===== config.mk =====
export PLATFORM = sky130hd
export DESIGN_NAME = uart_rx_ctrl
export DESIGN_NICKNAME = d
export VERILOG_FILES = /design/src/rtl/uart_rx_ctrl.sv
export SDC_FILE = /design/constraint.sdc
export NUM_CORES = 1
export LEC_CHECK = 0
export CORE_AREA = 2 2 51 89
export DETAILED_ROUTE_END_ITERATION = 10
export DIE_AREA = 0 0 53 91
export GPL_ROUTABILITY_DRIVEN = 1
export GPL_TIMING_DRIVEN = 0
export HOLD_SLACK_MARGIN = 0.08
export PLACE_DENSITY_LB_ADDON = 0.1
export SYNTH_ARGS = -nofsm -noshare
export SYNTH_HDL_FRONTEND = slang
export SYNTH_SLANG_ARGS = --single-unit

===== constraint.sdc =====
create_clock -name clk -period 2.1 [get_ports clk]
set_input_delay 0.63 -clock clk [delete_from_list [all_inputs] [get_ports clk]]
set_output_delay 0.63 -clock clk [all_outputs]
set_load 0.005 [all_outputs]

===== src/rtl/uart_rx_ctrl.sv =====
//-----------------------------------------------------------------------------
// uart_rx_ctrl
//
// Receive side of the BASYS3 USB-UART link. This is the counterpart of
// uart_tx_ctrl. The block accepts 8N1 frames at BAUD on the RsRx line.
//   - The line is oversampled OVERSAMPLE times per bit.
//   - Bits are sampled at mid-bit, with the sampling phase aligned to the
//     falling edge of the start bit.
//   - Bytes are assembled LSB first.
//   - Each good byte lands in a one-entry holding register that a consumer
//     drains with a valid/ready handshake.
//
// Optional feature (macro UART_RX_PARITY_EN):
//   - The frame becomes 8E1.
//   - A parity bit is sampled after data bit 7.
//   - An extra output, parity_err, pulses when the parity check fails.
//   - A byte that fails parity is dropped.
//
// Parameters:
//   CLK_FREQ    system clock frequency in Hz
//   BAUD        line baud rate
//   OVERSAMPLE  sample ticks per bit period (even, >= 8)
//
// Ports:
//   clk         system clock
//   rst_n       asynchronous active-low reset
//   RsRx        raw serial line, idle high, asynchronous to clk
//   rx_ready    consumer accepts rx_data while rx_valid is high
//   rx_data     received byte, stable while rx_valid is high
//   rx_valid    holding register full
//   frame_err   one-cycle pulse, stop bit sampled low
//   overrun     one-cycle pulse, byte completed while holding register full
//   parity_err  (UART_RX_PARITY_EN only) one-cycle pulse on parity mismatch
//   busy        high from start-bit detection until the FSM is back in IDLE
//-----------------------------------------------------------------------------
`timescale 1ns/1ps

module uart_rx_ctrl #(
  parameter int CLK_FREQ   = 100000000,
  parameter int BAUD       = 9600,
  parameter int OVERSAMPLE = 16
) (
  input  logic       clk,
  input  logic       rst_n,
  input  logic       RsRx,
  input  logic       rx_ready,
  output logic [7:0] rx_data,
  output logic       rx_valid,
  output logic       frame_err,
  output logic       overrun,
`ifdef UART_RX_PARITY_EN
  output logic       parity_err,
`endif
  output logic       busy
);

  // The divider value is truncated. A value of 0 would only come from a
  // nonsensical parameter set, so it is clamped to 1.
  localparam int DIV_RAW = CLK_FREQ / (BAUD * OVERSAMPLE);
  localparam int DIV     = (DIV_RAW < 1) ? 1 : DIV_RAW;
  localparam int TW      = $clog2(DIV + 1);
  localparam int SW      = $clog2(OVERSAMPLE);

  localparam logic [TW-1:0] DIV_LAST  = TW'(DIV - 1);
  localparam logic [SW-1:0] HALF_LAST = SW'(OVERSAMPLE / 2 - 1);
  localparam logic [SW-1:0] FULL_LAST = SW'(OVERSAMPLE - 1);

  typedef enum logic [2:0] {
    IDLE,
    START,
    DATA,
`ifdef UART_RX_PARITY_EN
    PARITY,
`endif
    STOP,
    WAIT_IDLE
  } state_t;

  state_t          state_q, state_d;
  logic            sync1_q, sync1_d;
  logic            rx_s_q, rx_s_d;
  logic            rx_prev_q, rx_prev_d;
  logic [TW-1:0]   tick_cnt_q, tick_cnt_d;
  logic [SW-1:0]   os_cnt_q, os_cnt_d;
  logic [2:0]      bit_idx_q, bit_idx_d;
  logic [7:0]      shift_q, shift_d;
  logic            commit_q, commit_d;
  logic [7:0]      rx_data_q, rx_data_d;
  logic            rx_valid_q, rx_valid_d;
  logic            frame_err_q, frame_err_d;
  logic            overrun_q, overrun_d;
  logic            busy_q, busy_d;
`ifdef UART_RX_PARITY_EN
  logic            par_bad_q, par_bad_d;
  logic            parity_err_q, parity_err_d;
`endif

  logic            rx_fall;
  logic            tick;

  // Next-state logic covers three parts of the receiver.
  //   - Synchronizer and edge detect: the falling edge is taken from the
  //     synchronized line and its one-cycle delayed copy.
  //   - Tick divider: it is parked at 0 whenever the FSM is not timing a bit.
  //     Because of that, the first tick after the start edge always arrives
  //     DIV clocks later, which keeps the mid-bit sampling phase tied to that
  //     edge.
  //   - Holding register: a good byte is committed one cycle after the stop
  //     sample. At that point it either loads or is reported as an overrun.
  always_comb begin
    sync1_d      = RsRx;
    rx_s_d       = sync1_q;
    rx_prev_d    = rx_s_q;
    state_d      = state_q;
    tick_cnt_d   = tick_cnt_q;
    os_cnt_d     = os_cnt_q;
    bit_idx_d    = bit_idx_q;
    shift_d      = shift_q;
    commit_d     = 1'b0;
    rx_data_d    = rx_data_q;
    rx_valid_d   = rx_valid_q;
    frame_err_d  = 1'b0;
    overrun_d    = 1'b0;
`ifdef UART_RX_PARITY_EN
    par_bad_d    = par_bad_q;
    parity_err_d = 1'b0;
`endif

    rx_fall = rx_prev_q & ~rx_s_q;
    tick    = (tick_cnt_q == DIV_LAST);

    if (state_q == IDLE || state_q == WAIT_IDLE) begin
      tick_cnt_d = '0;
    end else if (tick) begin
      tick_cnt_d = '0;
    end else begin
      tick_cnt_d = tick_cnt_q + TW'(1);
    end

    case (state_q)
      IDLE: begin
        os_cnt_d = '0;
        if (rx_fall) begin
          state_d = START;
`ifdef UART_RX_PARITY_EN
          par_bad_d = 1'b0;
`endif
        end
      end

      START: begin
        if (tick) begin
          if (os_cnt_q == HALF_LAST) begin
            os_cnt_d = '0;
            // A line that is already high again at mid start bit was only a
            // glitch, so it is dropped without any pulse.
            if (!rx_s_q) begin
              state_d   = DATA;
              bit_idx_d = 3'd0;
            end else begin
              state_d = IDLE;
            end
          end else begin
            os_cnt_d = os_cnt_q + SW'(1);
          end
        end
      end

      DATA: begin
        if (tick) begin
          if (os_cnt_q == FULL_LAST) begin
            os_cnt_d           = '0;
            shift_d[bit_idx_q] = rx_s_q;
            if (bit_idx_q == 3'd7) begin
`ifdef UART_RX_PARITY_EN
              state_d = PARITY;
`else
              state_d = STOP;
`endif
            end else begin
              bit_idx_d = bit_idx_q + 3'd1;
            end
          end else begin
            os_cnt_d = os_cnt_q + SW'(1);
          end
        end
      end

`ifdef UART_RX_PARITY_EN
      PARITY: begin
        if (tick) begin
          if (os_cnt_q == FULL_LAST) begin
            os_cnt_d     = '0;
            par_bad_d    = (^shift_q) ^ rx_s_q;
            parity_err_d = (^shift_q) ^ rx_s_q;
            state_d      = STOP;
          end else begin
            os_cnt_d = os_cnt_q + SW'(1);
          end
        end
      end
`endif

      STOP: begin
        if (tick) begin
          if (os_cnt_q == FULL_LAST) begin
            os_cnt_d = '0;
            if (rx_s_q) begin
              state_d = IDLE;
`ifdef UART_RX_PARITY_EN
              commit_d = ~par_bad_q;
`else
              commit_d = 1'b1;
`endif
            end else begin
              frame_err_d = 1'b1;
              state_d     = WAIT_IDLE;
            end
          end else begin
            os_cnt_d = os_cnt_q + SW'(1);
          end
        end
      end

      // A break (line held low) must not look like a stream of new start
      // bits, so the FSM waits for the line to go idle first.
      WAIT_IDLE: begin
        if (rx_s_q) begin
          state_d = IDLE;
        end
      end

      default: begin
        state_d = IDLE;
      end
    endcase

    busy_d = (state_d != IDLE);

    if (rx_valid_q && rx_ready) begin
      rx_valid_d = 1'b0;
    end
    if (commit_q) begin
      if (!rx_valid_q || rx_ready) begin
        rx_data_d  = shift_q;
        rx_valid_d = 1'b1;
      end else begin
        overrun_d = 1'b1;
      end
    end
  end

  // All state in the block is registered here. The synchronizer resets to the
  // idle line level so that reset release is never mistaken for a start edge.
  always_ff @(posedge clk or negedge rst_n) begin
    if (!rst_n) begin
      state_q      <= IDLE;
      sync1_q      <= 1'b1;
      rx_s_q       <= 1'b1;
      rx_prev_q    <= 1'b1;
      tick_cnt_q   <= '0;
      os_cnt_q     <= '0;
      bit_idx_q    <= 3'd0;
      shift_q      <= 8'h00;
      commit_q     <= 1'b0;
      rx_data_q    <= 8'h00;
      rx_valid_q   <= 1'b0;
      frame_err_q  <= 1'b0;
      overrun_q    <= 1'b0;
      busy_q       <= 1'b0;
`ifdef UART_RX_PARITY_EN
      par_bad_q    <= 1'b0;
      parity_err_q <= 1'b0;
`endif
    end else begin
      state_q      <= state_d;
      sync1_q      <= sync1_d;
      rx_s_q       <= rx_s_d;
      rx_prev_q    <= rx_prev_d;
      tick_cnt_q   <= tick_cnt_d;
      os_cnt_q     <= os_cnt_d;
      bit_idx_q    <= bit_idx_d;
      shift_q      <= shift_d;
      commit_q     <= commit_d;
      rx_data_q    <= rx_data_d;
      rx_valid_q   <= rx_valid_d;
      frame_err_q  <= frame_err_d;
      overrun_q    <= overrun_d;
      busy_q       <= busy_d;
`ifdef UART_RX_PARITY_EN
      par_bad_q    <= par_bad_d;
      parity_err_q <= parity_err_d;
`endif
    end
  end

  assign rx_data    = rx_data_q;
  assign rx_valid   = rx_valid_q;
  assign frame_err  = frame_err_q;
  assign overrun    = overrun_q;
  assign busy       = busy_q;
`ifdef UART_RX_PARITY_EN
  assign parity_err = parity_err_q;
`endif

endmodule


# Yosys cells after proc, flatten, opt, wreduce, memory -nomap -nowiden
# Cells that the tools add are included.
# classes
addsub,3
order_cmp,2
n_eq_ne,15
muxes,42
bitwise,2
n_reduce_logical,14
# ops
cell,n
$mux W3,16
$mux W10,2
$mux W4,4
$pmux W3 S5,1
$mux W1,14
$ne A2 B2 Y1 const B,6
$pmux W4 S3,1
$add A10 B1 Y10 const B,1
$eq A10 B10 Y1 const B,1
$bwmux W8,1
$reduce_and A7 Y1,1
$eq A3 B2 Y1 const B,2
$eq A3 B3 Y1 const B,2
$pmux W3 S2,1
$reduce_and A3 Y1,2
$reduce_bool A3 Y1,2
$add A4 B1 Y4 const B,1
$eq A4 B3 Y1 const B,1
$eq A4 B4 Y1 const B,1
$lt A3 B4 Y1 const B,1
$add A3 B1 Y3 const B,1
$demux W1 S3,1
$eq A3 B1 Y1 const B,1
$ge A3 B1 Y1 const B,1
11 further kinds,13
# totals
register_bits,44
inputBits,4
elab_cells,92

# Longest topological paths before layout
# depth
word_depth,6
depth_mapped,7
ltp_nobuf,6

# Worst setup path after synthesis
# Ideal clock, no wire load.
# synth_path
kind,register to register
start,register tick_cnt_q[5]
end,register shift_q[3]
setup_ns,0.128
arrival_time_ns,2.154
required_time_ns,1.972
slack_ns,-0.181
stages_incl_launch_ff,6
path_buffers,1
period_less_slack_ns,2.281
path_cell_list,dfrtp_1 -> or4b_4 -> or4_4 -> buf_6 -> nor4_2 -> mux2_1
# synth_between
elab_chain_len,2
# synth_rtl
item,line,text
"start, declared",83,"logic [TW-1:0] tick_cnt_q, tick_cnt_d;"
"start signal, assigned",280,tick_cnt_q <= tick_cnt_d;
$eq A10 B10 Y1,130,tick = (tick_cnt_q == DIV_LAST);
$reduce_and A3 Y1 (no line),--,
"end signal, assigned",283,shift_q <= shift_d;
"end, declared",86,"logic [7:0] shift_q, shift_d;"
# Every way passes these cells.
# A chain may end at the register's enable or synchronous reset.

# Final worst setup path
# layout_path
start,register tick_cnt_q[8]
end,register shift_q[5]
# Same word-level chain as after synthesis.

==> run metrics <==
hpwl dp 2.94 mm; Worst-Skew Late Latency 300 ps; Worst-path clk slew 90 ps; Synth area leader dfrtp_1; post-synthesis mux area share under 10%; Slew @ Worst Pin 716 ps; clk_skew 8.35 ps; port buffer count 15; clock root buffer clkbuf_8; pwr dens between 600 and 700 mW/mm2; EDFF count, synth 0; ant diodes 0; core box area 0.00407 mm2; outcome complete, but fails checks; Layout area overhead 21.4%; initial cell density of the core 51.3%; post-layout util 62.3%; vias in the first global route 1640; std cell rows 31; IO Pins 16; final wirelength 4.13 mm; drt first pass iters 4; Async S/R FF share, synth between 90% and 100%; Die W 53 um; Comb pwr share 13.3%; TritonCTS Buffers 5; largest net degree at the start of global routing 25; Synth Area in Compound Gates 5.99%; routed vias roughly 1500; drt initial violations 26; top cells by area, synth dfrtp_1, mux2_2, dfstp_2; CP arrival 2340 ps; Max Slew Vio Count 0; global-route wire length before repair 7.29 mm; Peak VDD IR 0.000510 V; P_sw 0.000485 W; fin crit period 2160 ps; WP data required 2290 ps; Crit Path Category register to register; grt peak-use layer met2; nets@finish 231; synthesized area per cell 10.9 um2; met1 Use GR about 22%; Setup crit end kind register; setup TNS -171 ps; xor-xnor portion of the synthesized cell area 3.77%; Setup WS pre-CTS -263 ps; Post-Synth Adder-Cell Area under 10%; layout cells sized above 1 21.5%; Netlist Area Pre-Place 0.00209 mm2; setup ws final -57.5 ps; syn_nets 200; Crit Path Max Fanout 8; Yosys reg bits 44; Clk pwr share 31.1%; top cells by count, synth dfrtp_1, nor2_1, nand2_1; placed cell area 0.00234 mm2; synthesized instance count 191; unrepaired setup endpoints after global routing true; Global Route met3 Usage 4.44%; Max Cap Viol 0; total gr overflow 0; Ys Warns 0; post-synthesis cell type count 43; Rel. slew slack 51.9%; most frequent cell after synthesis dfrtp_1; DR vias/cell 5.63; Design Power 0.00173 W; CTS tree done; post-route DRC violation count 0; post-route cell area approximately 0.0025 mm2; Die Ht 91 um; GR Layer Usage met2 a little over a third; RD Place Congestion 0.852; Period Utilization, post-route 103%; initial antenna violation count 0; Tot GR Track Use 20.1%; maximum clock rate 464 MHz; setup violators final 5; wire length per cell 15.2 um; H-tree Lvls 2; Internal about 0.0012 W; switch share 28.1%; die area 0.00482 mm2; Pleak 1.12 nW; clk sinks 44; Seq/Total Area, Yosys 52.9%; clk buf depth 2; largest family of logic cells by synthesized area simple AND/OR/NAND/NOR gates; failing checks negative setup slack; crit path launch type register; Synth top area share approximately 50%; Hold Vio Cnt, Final 0; Sequential Power Share between 50% and 60%; Worst Hold Class input pin to asynchronous set/reset pin; simple-gate share of the synthesized area 22.3%; antenna viol nets, final 0; top_reg_cell synth dfrtp_1
==> repair_timing <==
item | CTS | global route
setup buffers | 5 | 3
gates resized for setup | 9 | 0
pin swaps | 1 | 2
hold buffers | 0 | 0
setup endpoints to repair | 13 | 20
gates cloned | 0 | 0
==> cell usage in the layout, fill, tap and decap left out, drive strengths merged, types with 2 or more instances in the layout <==
cell type / count
clkdlybuf4s50: 14
mux2: 16
inv: 4
nor3: 9
and3: 2
nor4: 5
nor2b: 4
buf: 13
clkbuf: 10
dfrtp: 41
o2bb2ai: 2
xnor2: 6
nand3: 10
nand2: 15
o21ai: 9
nor3b: 3
nand4: 2
ha: 5
dfstp: 3
mux2i: 2
nor2: 21
clkinvlp: 2
nand4b: 4
xor2: 3
==> per-layer routing <==
metal	up-vias	share of wire (%)
met5	-	0
met4	0	2.7
met3	11	2.7
met2	23	56
met1	755	38
li1	742	-
==> worst max-delay path: stages (launching register included) <==
cell	delay, ps
dfrtp_1	400
or4b_4	570
or4_4	440
buf_8	160
nor4_4	150
mux2_4	320
==> worst paths after layout <==
check,startpoint,to,slack [ps],cells past startpoint
worst max-delay path,tick_cnt_q[8],shift_q[5],-60,5
worst min-delay path,rst_n,rx_data[6],280,1
worst max register to register,tick_cnt_q[8],shift_q[5],-60,5
worst min register to register,rx_s_d,rx_prev_d,360,0
max in group asynchronous,rst_n,tick_cnt_q[6],1310,2
min in group clk,rx_s_d,rx_prev_d,360,0
==> registers in the layout, summed over array words and instances, names as in the netlist <==
register / flops
bit_idx_q: 3
busy: 1
commit_q: 1
frame_err: 1
os_cnt_q: 4
overrun: 1
rx_data: 8
rx_prev_d: 1
rx_prev_q: 1
rx_s_d: 1
rx_valid: 1
shift_q: 8
state_q: 3
tick_cnt_q: 10
==> cell families (layout without fill, tap and decap cells) <==
kind of cell,after synthesis,in the layout
DFF,44,44
AOI/OAI and AO/OA,19,19
and+or+nand+nor,84,84
adders and majority gates,5,5
muxes,18,18
buffers and inverters,12,44
xor gates and xnor gates,9,9
==> power groups by stage <==
stage                     sequential [W]  clock, W  combinational, W
final                           0.000959  0.000538          0.000230
after global placement          0.000982         0          0.000186
after detailed placement        0.000985         0          0.000196
after CTS                       0.000959  0.000554          0.000233
after global routing            0.000969  0.000590          0.000269
after floorplan                 0.000970         0          0.000137
==> layout make-up <==
class,count,area [um2]
Multi-Input combinational cell,135,988
Tap cell,49,61.3
Timing Repair Buffer,24,233
Inverter,4,15.0
Sequential cell,44,1110
Buffer,8,41.3
Fill cell,339,1540
Clock inverter,3,23.8
Clock buffer,5,68.8
==> through the flow <==
step	hold slack (ps)	std cells
floorplan	334	191
global route	304	272
global placement	345	255
CTS	292	269
finish	282	272
detailed placement	348	256
No activity file was read; power rests on OpenSTA's default activity.
